### config.mk
export PLATFORM = sky130hd
export DESIGN_NAME = uart_tx
export DESIGN_NICKNAME = d
export VERILOG_FILES = /design/src/rtl/uart_tx.sv
export SDC_FILE = /design/constraint.sdc
export NUM_CORES = 1
export LEC_CHECK = 0
export CAP_MARGIN = 10
export CELL_PAD_IN_SITES_DETAIL_PLACEMENT = 1
export CELL_PAD_IN_SITES_GLOBAL_PLACEMENT = 2
export CORE_ASPECT_RATIO = 0.9
export CORE_MARGIN = 2
export CORE_UTILIZATION = 36
export CTS_CLUSTER_SIZE = 12
export DETAILED_ROUTE_END_ITERATION = 16
export PLACE_DENSITY_LB_ADDON = 0.08
export REMOVE_ABC_BUFFERS = 1
export SETUP_SLACK_MARGIN = 0.2
export SYNTH_ARGS = -nofsm -noshare
export SYNTH_HDL_FRONTEND = slang
export SYNTH_SLANG_ARGS = --single-unit
### constraint.sdc
create_clock -name clk -period 2.2 [get_ports clk]
set_clock_uncertainty 0.1 [all_clocks]
set_input_delay 0.22 -clock clk [delete_from_list [all_inputs] [get_ports clk]]
set_output_delay 0.22 -clock clk [all_outputs]
set_load 0.01 [all_outputs]
### src/rtl/uart_tx.sv
// uart_tx -- UART transmitter.
//
// Serialises one DATA_BITS-wide word per valid/ready transfer onto `tx`.
// Frame: start bit (0), data LSB first, optional even parity, STOP_BITS
// stop bits (1). Every bit lasts PERIOD = CLK_FREQ/BAUD_RATE cycles.
// All outputs come straight from flops, and the line idles high.
//
// Optional feature: define UART_TX_PARITY_EN to insert an even-parity bit
// after the data bits. Parity is computed when the word is accepted. Without
// the macro there is no parity state and no parity logic.
//
// Ports:
//   clk        in   system clock, rising edge
//   rst        in   synchronous active-high reset
//   data       in   word to transmit, sampled on transfer
//   data_valid in   upstream has a word
//   data_ready out  block can accept a word (high in IDLE)
//   tx         out  serial line, idle high
//   busy       out  frame in progress
module uart_tx #(
    parameter int CLK_FREQ  = 100000000,
    parameter int BAUD_RATE = 9600,
    parameter int DATA_BITS = 8,
    parameter int STOP_BITS = 1
) (
    input  logic                 clk,
    input  logic                 rst,
    input  logic [DATA_BITS-1:0] data,
    input  logic                 data_valid,
    output logic                 data_ready,
    output logic                 tx,
    output logic                 busy
);

    localparam int PERIOD = CLK_FREQ / BAUD_RATE;
    localparam int CNT_W  = $clog2(PERIOD + 1);
    localparam int BIT_W  = $clog2(DATA_BITS + 1);

    localparam logic [CNT_W-1:0] LAST_CLK  = CNT_W'(PERIOD - 1);
    localparam logic [BIT_W-1:0] LAST_DATA = BIT_W'(DATA_BITS - 1);
    localparam logic [BIT_W-1:0] LAST_STOP = BIT_W'(STOP_BITS - 1);

    generate
        if (PERIOD < 2) begin : g_period_check
            $error("uart_tx: CLK_FREQ/BAUD_RATE must be at least 2");
        end
    endgenerate

    typedef enum logic [2:0] {
        S_IDLE,
        S_START,
        S_DATA,
        S_PARITY,
        S_STOP
    } state_t;

    state_t               state;
    logic [CNT_W-1:0]     clk_count;
    logic [BIT_W-1:0]     bit_count;   // data bit index, reused to count stop bits
    logic [DATA_BITS-1:0] shift;
`ifdef UART_TX_PARITY_EN
    logic                 parity;
`endif

    // The next tx value is loaded at each bit boundary, so tx always comes
    // from a flop and never from state decode.
    always_ff @(posedge clk) begin
        if (rst) begin
            state      <= S_IDLE;
            clk_count  <= '0;
            bit_count  <= '0;
            shift      <= '0;
            tx         <= 1'b1;
            data_ready <= 1'b1;
            busy       <= 1'b0;
`ifdef UART_TX_PARITY_EN
            parity     <= 1'b0;
`endif
        end else begin
            case (state)
                S_IDLE: begin
                    if (data_valid && data_ready) begin
                        shift      <= data;
`ifdef UART_TX_PARITY_EN
                        parity     <= ^data;
`endif
                        clk_count  <= '0;
                        bit_count  <= '0;
                        state      <= S_START;
                        tx         <= 1'b0;
                        data_ready <= 1'b0;
                        busy       <= 1'b1;
                    end
                end

                S_START: begin
                    if (clk_count == LAST_CLK) begin
                        clk_count <= '0;
                        bit_count <= '0;
                        state     <= S_DATA;
                        tx        <= shift[0];
                    end else begin
                        clk_count <= clk_count + 1'b1;
                    end
                end

                S_DATA: begin
                    if (clk_count == LAST_CLK) begin
                        clk_count <= '0;
                        if (bit_count == LAST_DATA) begin
                            bit_count <= '0;
`ifdef UART_TX_PARITY_EN
                            state     <= S_PARITY;
                            tx        <= parity;
`else
                            state     <= S_STOP;
                            tx        <= 1'b1;
`endif
                        end else begin
                            bit_count <= bit_count + 1'b1;
                            shift     <= shift >> 1;
                            // shift[1] becomes shift[0] after this edge
                            tx        <= shift[1];
                        end
                    end else begin
                        clk_count <= clk_count + 1'b1;
                    end
                end

`ifdef UART_TX_PARITY_EN
                S_PARITY: begin
                    if (clk_count == LAST_CLK) begin
                        clk_count <= '0;
                        bit_count <= '0;
                        state     <= S_STOP;
                        tx        <= 1'b1;
                    end else begin
                        clk_count <= clk_count + 1'b1;
                    end
                end
`endif

                S_STOP: begin
                    if (clk_count == LAST_CLK) begin
                        clk_count <= '0;
                        if (bit_count == LAST_STOP) begin
                            bit_count  <= '0;
                            state      <= S_IDLE;
                            data_ready <= 1'b1;
                            busy       <= 1'b0;
                        end else begin
                            bit_count <= bit_count + 1'b1;
                        end
                    end else begin
                        clk_count <= clk_count + 1'b1;
                    end
                end

                default: begin
                    state      <= S_IDLE;
                    clk_count  <= '0;
                    bit_count  <= '0;
                    tx         <= 1'b1;
                    data_ready <= 1'b1;
                    busy       <= 1'b0;
                end
            endcase
        end
    end

endmodule
# --- Yosys cells after proc, flatten, opt, wreduce, memory -nomap -nowiden ---
# Index checks and enable logic that the tools add are counted.
# Widths: inputs -> output; s select.
word_totals:
  ff_bits: 32
  output_inout_bits: 3
op_classes:
  n_addsub: 2
  n_eq_ne: 12
  n_mux: 33
  bitwise: 2
  n_reduce_logical: 11
ops:
  columns: ["cell", "n"]
  rows:
  - ["$mux 14", 2]
  - ["$pmux 14 s2", 1]
  - ["$mux 4", 6]
  - ["$mux 8", 3]
  - ["$mux 3", 6]
  - ["$pmux 4 s4", 1]
  - ["$pmux 8 s2", 1]
  - ["$reduce_and 4->1", 4]
  - ["$add 14x1->14 const B", 1]
  - ["$eq 14x14->1 const B", 1]
  - ["$ne 2x2->1 const B", 7]
  - ["$pmux 3 s4", 1]
  - ["$mux 1", 9]
  - ["$pmux 1 s3", 2]
  - ["$reduce_and 6->1", 1]
  - ["$add 4x1->4 const B", 1]
  - ["$eq 4x3->1 const B", 1]
  - ["$logic_not 4->1", 1]
  - ["$pmux 1 s4", 1]
  - ["$eq 3x1->1 const B", 1]
  - ["$eq 3x2->1 const B", 1]
  - ["$eq 3x3->1 const B", 1]
  - ["$logic_not 3->1", 1]
  - ["$reduce_or 3->1", 1]
  - ["4 further kinds", 5]

# --- Longest topological paths before layout ---
# Gate-level depths: netlist of the first run.
depth:
  depth_word: 4
  ltp_mapped: 7
  ltp_nobuf: 7

# --- Worst setup path after synthesis of the first run ---
# OpenSTA, ideal clock, no wires.
synth_timing:
  path_kind: "reg-to-reg"
  start: "register clk_count[0]"
  end: "register shift[0]"
  t_arrival_ns: 1.643
  t_required_ns: 1.965
  slack_ns: 0.321
  stages_incl_launch_ff: 7
  n_path_buf: 0
  period_less_slack_ns: 1.879
  cell_sequence: "dfxtp_1 ha_1 and3_1 nand4_4 or4b_1 a211oi_1 nor3_1"
synth_between:
  elab_chain_cells: 3
synth_lines:
  columns: ["element", "line", "text"]
  rows:
  - ["start, declared", "58", "logic [CNT_W-1:0] clk_count;"]
  - ["start signal, assigned", "103", "clk_count <= clk_count + 1'b1;"]
  - ["start signal, assigned", "126", "clk_count <= clk_count + 1'b1;"]
  - ["start signal, assigned", "155", "clk_count <= clk_count + 1'b1;"]
  - ["$eq 14x14->1", "108", "if (clk_count == LAST_CLK) begin"]
  - ["$ne 2x2->1 (no line)", null, null]
  - ["$reduce_and 4->1 (no line)", null, null]
  - ["end signal, assigned", "83", "shift <= data;"]
  - ["end signal, assigned", "121", "shift <= shift >> 1;"]
  - ["end, declared", "60", "logic [DATA_BITS-1:0] shift;"]
# No other way between the ends.
# A chain may end at the register's enable or synchronous reset.

# --- Final worst setup path of the first run ---
# Same ends and word-level chain as after synthesis.

==> results.txt, run 1 <==
----------------------------------------------------
[Outcome]
  Status ... finished, final reports clean

[Hold path]
  Class of the tightest hold or removal check ... reg2reg

[STA]
  Max_slew headroom ... a little under three quarters
  Post-route setup slack ... ~0.22 ns
  Accumulated negative setup slack ... 0 ns
  Final setup fails ... 0
  Final hold violations ... 0
  Slew Viols, Final ... 0
  Share of the clock period used by the worst path after layout ... between 90 and 100%
  Final critical delay including setup and external delays ... roughly 2.0 ns
  Maximum operating frequency ... approximately 0.50 GHz
  Slew at the pin closest to its max-slew limit ... between 0.4 and 0.5 ns
  Final Hold Slack ... about 0.39 ns
  Unrepaired setup endpoints after global routing ... yes

[Global route]
  Via count of the first global-routing pass ... around 1500
  Pin count of the biggest net entering global routing ... 15
  Global-route wire length before repair ... around 7400 um
  Overall Global Routing Usage ... between 15 and 20%
  GR Overflow Total ... 0
  Antenna violations before repair ... 0

[Floorplan]
  Horizontal extent of the die ... roughly 78 um
  Vertical die dimension ... around 70 um
  Row count ... 24
  Initial standard-cell utilization of the core ... 36.7%
  Full die area ... around 5400 um^2
  I/O pin cnt ... 14
  Area of the core ... 4770 um^2

[Synthesis]
  Leading register cell type out of synthesis ... sky130_fd_sc_hd__dfxtp_1
  Number of synthesized register bits ... 32
  Combined area of all synthesized cells ... ~1800 um^2
  Cells after synthesis ... 193
  Yosys warnings ... 0
  Sequential-to-total area share from yosys stat ... around 37%
  EDFF count, synth ... 0
  Number of distinct library cells after synthesis ... 54
  Async S/R FF share, synth ... 0%
  Mean area per synthesized cell ... 9.08 um^2

[Place]
  Number of cells in the design after placement ... approximately 270
  DP Area ... ~2000 um^2
  RePlAce Congestion ... 0.764
  Final HPWL from detailed placement ... roughly 3000 um
  Placement Setup Slack ... 0.0313 ns
  Count of input and output buffers ... 13

[Setup path]
  Crit start category ... flip-flop
  CP endpoint kind ... flip-flop
  CP Data Required Time ... about 2.3 ns
  Cell-by-cell trace of the critical path ... ha_1, and3_4, nand4_4, or4b_1, a211oi_2, nor3_1
  Largest driver fanout on the critical path ... 6
  Critical Path AT ... roughly 2 ns
  Highest-delay cell along the critical path ... sky130_fd_sc_hd__or4b_1
  Largest stage delay on the critical path ... about 0.55 ns
  Buffers & Inverters on Critical Path ... 0
  Kind of cell with the highest combined delay on the critical path ... simple AND/OR/NAND/NOR gates
  Type of the worst setup path ... reg2reg

[Finish]
  Area taken by multi-input logic gates ... ~1000 um^2
  Antenna Diode Count ... 0
  Final core utilization ... 44.9%
  Most frequent standard cell in the layout excluding fill and tap cells ... sky130_fd_sc_hd__nor2_1
  Filler-free cell count of the finished design ... about 280
  P&R area growth vs syn ... 22.5%
  Layout cells sized above 1 ... between 20% and 30%
  Summed area of non-filler cells in the final layout ... around 2100 um^2
  Most frequent cells in the layout ... sky130_fd_sc_hd__nor2_1 (33), sky130_fd_sc_hd__dfxtp_1 (29), sky130_fd_sc_hd__buf_4 (15), sky130_fd_sc_hd__clkdlybuf4s50_1 (13)
  Fill count ... between 500 and 600
  Register area ... between 600 and 700 um^2
  Final-stage net count ... ~230

[Drt]
  WL/cell ... about 15 um
  Overall via count from detail_route ... ~1500
  Drt first pass iters ... 4
  DRC marker count from the first detailed-route iteration ... between 50 and 60
  DRC ... 0
  Sum of routed wire length over all layers ... approximately 4200 um
  Number of nets with antenna violations after detailed routing ... 0
  Via density ... roughly 5.1

[Power and ir drop]
  Power consumption ... approximately 2.4 mW
  PwrDens ... 1120 nW/um^2
  Static Leak ... around 0.81 nW
  Max rail drop VDD ... between 600 and 700 uV

[Clock tree]
  CTS tree ... done
  Clk sink count ... 32
  Maximum level of the CTS H-tree ... 2
  Clock slew at the register clock pins of the worst setup and hold paths ... about 0.07 ns
  Clock tree root buffer cell ... sky130_fd_sc_hd__clkbuf_8
  Count of hold buffers inserted by post-cts repair ... 0
  Clk Latency, worst-skew pair ... about 0.29 ns
  TritonCTS Buffers ... 5
  Buffers from clock root to sink, at most ... 2

[Job]
  Maximum capacitance violations ... 0

----------------------------------------------------
-- synthesized netlist by cell type (3+ instances only) --
library cell / number / share of area, %
sky130_fd_sc_hd__a211oi_1: 6 / 2.6
sky130_fd_sc_hd__inv_1: 6 / 1.3
sky130_fd_sc_hd__mux2i_1: 7 / 4.0
sky130_fd_sc_hd__buf_6: 3 / 1.9
sky130_fd_sc_hd__nand3_1: 3 / 0.86
sky130_fd_sc_hd__and2_1: 3 / 1.1
sky130_fd_sc_hd__ha_1: 3 / 2.1
sky130_fd_sc_hd__clkbuf_1: 6 / 1.3
sky130_fd_sc_hd__nor2_1: 33 / 7.1
sky130_fd_sc_hd__nand2_1: 9 / 1.9
sky130_fd_sc_hd__xor2_1: 7 / 3.5
sky130_fd_sc_hd__a211oi_2: 3 / 2.1
sky130_fd_sc_hd__dfxtp_1: 32 / 37
sky130_fd_sc_hd__nand4_1: 7 / 2.5
sky130_fd_sc_hd__and4_1: 3 / 1.5
sky130_fd_sc_hd__nor3b_1: 4 / 1.7
sky130_fd_sc_hd__xnor2_1: 5 / 2.5
sky130_fd_sc_hd__a21oi_1: 9 / 2.6
-- path summary, 6_finish.rpt --
check	endpoint	slack, ns	start	cells past startpoint
hold / removal	clk_count[0]	0.39	clk_count[0]	2
setup reg to reg	shift[0]	0.22	clk_count[0]	6
hold reg to reg	clk_count[0]	0.39	clk_count[0]	2
setup / recovery	shift[0]	0.22	clk_count[0]	6
-- kinds of logic (layout without fill, tap and decap cells) --
kind of cell             count (synthesis)  count (layout)  synth area share, %
adder cells (fa/ha/maj)                  3               3                 2.14
buffers and inverters                   18              43                 5.50
flip-flops                              32              32                 36.6
AND/OR/NAND/NOR                         82              82                 26.3
multiplexers                             9               9                 5.29
XOR/XNOR                                12              12                 6.00
AO/OA/AOI/OAI                           37              37                 18.2
-- tightest hold or removal path: cells and delay by family, from the launching register on --
kind / cells / cell delay, ns
and+or+nand+nor: 1 / 0.05
DFF: 1 / 0.34
AOI/OAI and AO/OA: 1 / 0.05
-- sequential cells by signal (all words and copies together), names as in the netlist --
name        flops
bit_count       4
clk_count      14
state           3
busy            1
data_ready      1
shift           8
tx              1
-- layer usage --
layer  global-route usage, %  up-vias  share of wire, %
met1                    22.3      693                48
met2                    27.9       18                48
li1                        -      736                 -
met5                       0        -                 0
met4                    5.36        0               1.3
met3                    4.26        6               2.6
-- area by class of cell --
class,instances,area share [%]
clock inverter,2,1.63
timing repair buffer,29,11.8
multi-input combinational,143,48.3
sequential,32,30.0
tap,65,3.79
inverter,6,1.05
clock buffer,6,3.38
-- repair_timing --
item | in CTS | in global routing
setup endpoints to repair | 9 | 18
setup buffers | 3 | 3
gates resized for setup | 3 | 7
pin swaps | 2 | 1
-- where the power goes --
group | leakage, nW | internal, mW | total (mW) | switching, mW
sequential | 0.262 | 0.688 | 0.773 | 0.0852
clock | 0.0552 | 0.336 | 0.559 | 0.223
combinational | 0.488 | 0.497 | 1.06 | 0.567
total | 0.805 | 1.52 | 2.40 | 0.875
Power figures use the tool's default switching activity.
==> run 2: changes to the inputs <==
--- a/config.mk
+++ b/config.mk
@@ -5,12 +5,13 @@
 export SDC_FILE = /design/constraint.sdc
 export NUM_CORES = 1
 export LEC_CHECK = 0
+export ABC_AREA = 1
 export CAP_MARGIN = 10
 export CELL_PAD_IN_SITES_DETAIL_PLACEMENT = 1
 export CELL_PAD_IN_SITES_GLOBAL_PLACEMENT = 2
 export CORE_ASPECT_RATIO = 0.9
 export CORE_MARGIN = 2
-export CORE_UTILIZATION = 36
+export CORE_UTILIZATION = 32
 export CTS_CLUSTER_SIZE = 12
 export DETAILED_ROUTE_END_ITERATION = 16
 export PLACE_DENSITY_LB_ADDON = 0.08
==> run 2 against run 1 <==
Sequential power fell by 2%. Routed wire length rose by 13%. Clock power shrank 14%. Design area grew 1.0%. Highest routed layer unchanged.
==> results.txt, run 2 <==
----------------------------------------------------
[Clock tree]
  CTS-repair resized insts ... 0 (was 3)
  Number of buffers inserted to repair setup after CTS ... 0 (was 3)
  Buffers from clock root to sink, at most ... 2 (unchanged)
  TritonCTS Buffers ... 5 (unchanged)
  CTS tree ... done (unchanged)
  Clock slew at the register clock pins of the worst setup and hold paths ... 0.07 ns (about the same)
  Clock tree root buffer cell ... sky130_fd_sc_hd__clkbuf_8 (unchanged)
  Maximum level of the CTS H-tree ... 2 (unchanged)
  Count of hold buffers inserted by post-cts repair ... 0 (unchanged)
  Clk Latency, worst-skew pair ... 0.28 ns (was 0.29 ns)
  Clk sink count ... 32 (unchanged)

[Setup path]
  CP endpoint kind ... flip-flop (unchanged)
  CP Data Required Time ... 2.32 ns (was 2.28 ns)
  Largest driver fanout on the critical path ... 17 (was 6)
  Type of the worst setup path ... reg2reg (unchanged)
  Crit start category ... flip-flop (unchanged)
  Critical Path AT ... 1.82 ns (was 2.06 ns)

[Synthesis]
  Leading register cell type out of synthesis ... sky130_fd_sc_hd__dfxtp_1 (unchanged)
  Dominant combinational cell family by area after synthesis ... simple AND/OR/NAND/NOR gates (unchanged)
  Mean area per synthesized cell ... 6.66 um^2 (was 9.08 um^2)
  Yosys top cell area share ... 34.1% (was 36.6%)
  Sequential-to-total area share from yosys stat ... 34.1% (was 36.6%)
  Share of cell area taken by muxes after synthesis ... 0% (was 5.29%)
  Cells after synthesis ... 282 (was 193)
  Commonest cells in the synthesized netlist ... sky130_fd_sc_hd__nand2_1 (69), sky130_fd_sc_hd__nor2_1 (43), sky130_fd_sc_hd__dfxtp_1 (32), sky130_fd_sc_hd__inv_1 (32), sky130_fd_sc_hd__nand3_1 (27) (was sky130_fd_sc_hd__nor2_1 (33), sky130_fd_sc_hd__dfxtp_1 (32), sky130_fd_sc_hd__a21oi_1 (9), sky130_fd_sc_hd__nand2_1 (9))
  Async S/R FF share, synth ... 0% (unchanged)
  Cell taking the most area after synthesis ... sky130_fd_sc_hd__dfxtp_1 (unchanged)
  Cell with the most instances after synthesis ... sky130_fd_sc_hd__nand2_1 (was sky130_fd_sc_hd__nor2_1)
  Yosys warnings ... 0 (unchanged)
  Adder-Cell Fraction of Synth Area ... 2.00% (was 2.14%)
  Post-synthesis compound-gate area fraction ... 8.47% (was 18.2%)
  Number of synthesized register bits ... 32 (unchanged)
  Leading post-synthesis cells by cell area ... sky130_fd_sc_hd__dfxtp_1 (34%), sky130_fd_sc_hd__nand2_1 (14%), sky130_fd_sc_hd__nor2_1 (8.6%) (was sky130_fd_sc_hd__dfxtp_1 (37%), sky130_fd_sc_hd__nor2_1 (7.1%), sky130_fd_sc_hd__mux2i_1 (4.0%))
  Xor and xnor fraction of the mapped netlist area ... 2.33% (was 6.00%)
  Combined area of all synthesized cells ... 1880 um^2 (was 1750 um^2)
  Number of distinct library cells after synthesis ... 29 (was 54)
  EDFF count, synth ... 0 (unchanged)
  Share of synthesized cell area in and, or, nand and nor gates ... 43.5% (was 26.3%)

[Finish]
  Area taken by multi-input logic gates ... 1060 um^2 (was 1040 um^2)
  Most frequent standard cell in the layout excluding fill and tap cells ... sky130_fd_sc_hd__nand2_1 (was sky130_fd_sc_hd__nor2_1)
  Antenna Diode Count ... 0 (unchanged)
  Number of flip-flops under the largest register name ... 14 (unchanged)
  Summed area of non-filler cells in the final layout ... 2170 um^2 (was 2150 um^2)
  Largest registers ... clk_count (14), shift (8), bit_count (4) (unchanged)
  Biggest register ... clk_count (unchanged)
  Most frequent cells in the layout ... sky130_fd_sc_hd__nand2_1 (69), sky130_fd_sc_hd__nor2_1 (43), sky130_fd_sc_hd__inv_1 (32), sky130_fd_sc_hd__dfxtp_1 (32), sky130_fd_sc_hd__nand3_1 (27) (was sky130_fd_sc_hd__nor2_1 (33), sky130_fd_sc_hd__dfxtp_1 (29), sky130_fd_sc_hd__buf_4 (15), sky130_fd_sc_hd__clkdlybuf4s50_1 (13))
  Fill count ... 770 (was 550)
  P&R area growth vs syn ... 15.5% (was 22.5%)
  Layout cells sized above 1 ... 12.7% (was 22.0%)
  Register area ... 641 um^2 (was 644 um^2)
  Final-stage net count ... 313 (was 231)
  Filler-free cell count of the finished design ... 370 (was 283)

[Global route]
  Via count of the first global-routing pass ... 1716 (was 1540)
  Pin count of the biggest net entering global routing ... 20 (was 15)
  Antenna violations before repair ... 0 (unchanged)
  Global-route wire length before repair ... 8310 um (was 7420 um)
  GR Overflow Total ... 0 (unchanged)
  Overall Global Routing Usage ... 16.1% (was 17.1%)

[Floorplan]
  Initial standard-cell utilization of the core ... 33.2% (was 36.7%)
  Area of the core ... 5660 um^2 (was 4770 um^2)
  Row count ... 26 (was 24)
  I/O pin cnt ... 14 (unchanged)
  Vertical die dimension ... 76.7 um (was 70.2 um)
  Horizontal extent of the die ... 84.7 um (was 77.5 um)
  Full die area ... 6490 um^2 (was 5440 um^2)

[Drt]
  DRC marker count from the first detailed-route iteration ... 47 (was 51)
  WL/cell ... 12.9 um (was 14.9 um)
  Drt first pass iters ... 4 (unchanged)
  Overall via count from detail_route ... 1734 (was 1453)
  Sum of routed wire length over all layers ... 4770 um (was 4210 um)
  DRC ... 0 (unchanged)
  Number of nets with antenna violations after detailed routing ... 0 (unchanged)
  Via density ... 4.69 (was 5.13)

[STA]
  Share of the clock period used by the worst path after layout ... 77.3% (was 90.1%)
  Slew Viols, Final ... 0 (unchanged)
  Maximum operating frequency ... 0.588 GHz (was 0.505 GHz)
  Unrepaired setup endpoints after global routing ... no (was yes)
  Slew at the pin closest to its max-slew limit ... 0.490 ns (was 0.436 ns)
  Final critical delay including setup and external delays ... 1.70 ns (was 1.98 ns)
  Final setup fails ... 0 (unchanged)
  Max_slew headroom ... 67.3% (was 70.9%)
  Final Hold Slack ... 0.382 ns (was 0.387 ns)
  Final hold violations ... 0 (unchanged)
  Accumulated negative setup slack ... 0 ns (unchanged)

[Power and ir drop]
  Static Leak ... 0.951 nW (was 0.805 nW)
  PwrDens ... 1050 nW/um^2 (was 1120 nW/um^2)
  Max rail drop VDD ... 454 uV (was 678 uV)

[Place]
  Count of input and output buffers ... 13 (unchanged)
  RePlAce Congestion ... 0.780 (was 0.764)
  DP Area ... 2080 um^2 (was 1960 um^2)
  Final HPWL from detailed placement ... 3580 um (was 3010 um)
  Number of cells in the design after placement ... 362 (was 269)

[Job]
  Maximum capacitance violations ... 0 (unchanged)

[Outcome]
  Status ... finished, final reports clean (unchanged)

[Hold path]
  Class of the tightest hold or removal check ... reg2reg (unchanged)

----------------------------------------------------
==> run 2: changes by cell type after synthesis, moves of 6 or more <==
cell                       delta
sky130_fd_sc_hd__inv_1       +26
sky130_fd_sc_hd__o21ai_0      +9
sky130_fd_sc_hd__a211oi_1     -6
sky130_fd_sc_hd__a21oi_1      +6
sky130_fd_sc_hd__nor2_1      +10
sky130_fd_sc_hd__nand3_1     +24
sky130_fd_sc_hd__mux2i_1      -7
sky130_fd_sc_hd__inv_2        +7
sky130_fd_sc_hd__nand2_1     +60
==> run 2: area by class of cell <==
class	count	area share (%)
clock inverter	2	0.462
timing repair buffer	15	6.69
tap	70	4.04
multi-input combinational	206	48.7
inverter	39	6.75
clock buffer	6	3.81
sequential	32	29.5
==> run 2: metrics by stage <==
step | util, % | total power, mW | worst slack (ns)
6_report | 38.3 | 2.29 | 0.500
5_1_grt | 38.3 | 2.51 | 0.275
4_1_cts | 38.3 | 2.34 | 0.444
3_5_place_dp | 36.7 | 1.84 | 0.380
3_3_place_gp | 36.7 | 1.83 | 0.379
2_1_floorplan | - | 1.55 | 0.779
==> run 2: final timing paths <==
kind                               start             to  slack [ns]  cells after the start
worst min-delay path            shift[7]       shift[7]        0.38                      2
worst min register to register  shift[7]       shift[7]        0.38                      2
worst max-delay path            state[0]  clk_count[13]        0.50                      9
worst max register to register  state[0]  clk_count[13]        0.50                      9
==> run 2: cells by family (layout without fill, tap and decap cells) <==
| group | after synthesis | count (layout) |
|---|---|---|
| AND/OR/NAND/NOR | 168 | 168 |
| adder cells (fa/ha/maj) | 3 | 3 |
| AO/OA/AOI/OAI | 30 | 30 |
| flip-flops | 32 | 32 |
| XOR/XNOR | 5 | 5 |
| buffers and inverters | 44 | 62 |
==> run 2: layer usage <==
metal	track usage (%)	routed length [um]	share of wire [%]	vias up
met1	22.8	2650	56	786
met5	0	0	0	-
met2	24.5	1930	41	18
li1	-	-	-	925
met4	4.76	53	1.1	0
met3	3.34	134	2.8	5
==> run 2: where the power goes <==
group	switching, mW	internal (mW)
registers	0.0711	0.689
clock network	0.230	0.250
logic	0.702	0.343
total	1.00	1.28
==> run 2: critical path, cell delays in order, from the launching register on <==
cell and delay [ns]:
sky130_fd_sc_hd__dfxtp_1 0.35, sky130_fd_sc_hd__nor2_1 0.15, sky130_fd_sc_hd__nand2_2 0.21, sky130_fd_sc_hd__nand2_1 0.15
sky130_fd_sc_hd__inv_2 0.06, sky130_fd_sc_hd__nand2_4 0.08, sky130_fd_sc_hd__nand2_4 0.10, sky130_fd_sc_hd__nand2_8 0.12
sky130_fd_sc_hd__nand2_4 0.11, sky130_fd_sc_hd__nor3b_2 0.20
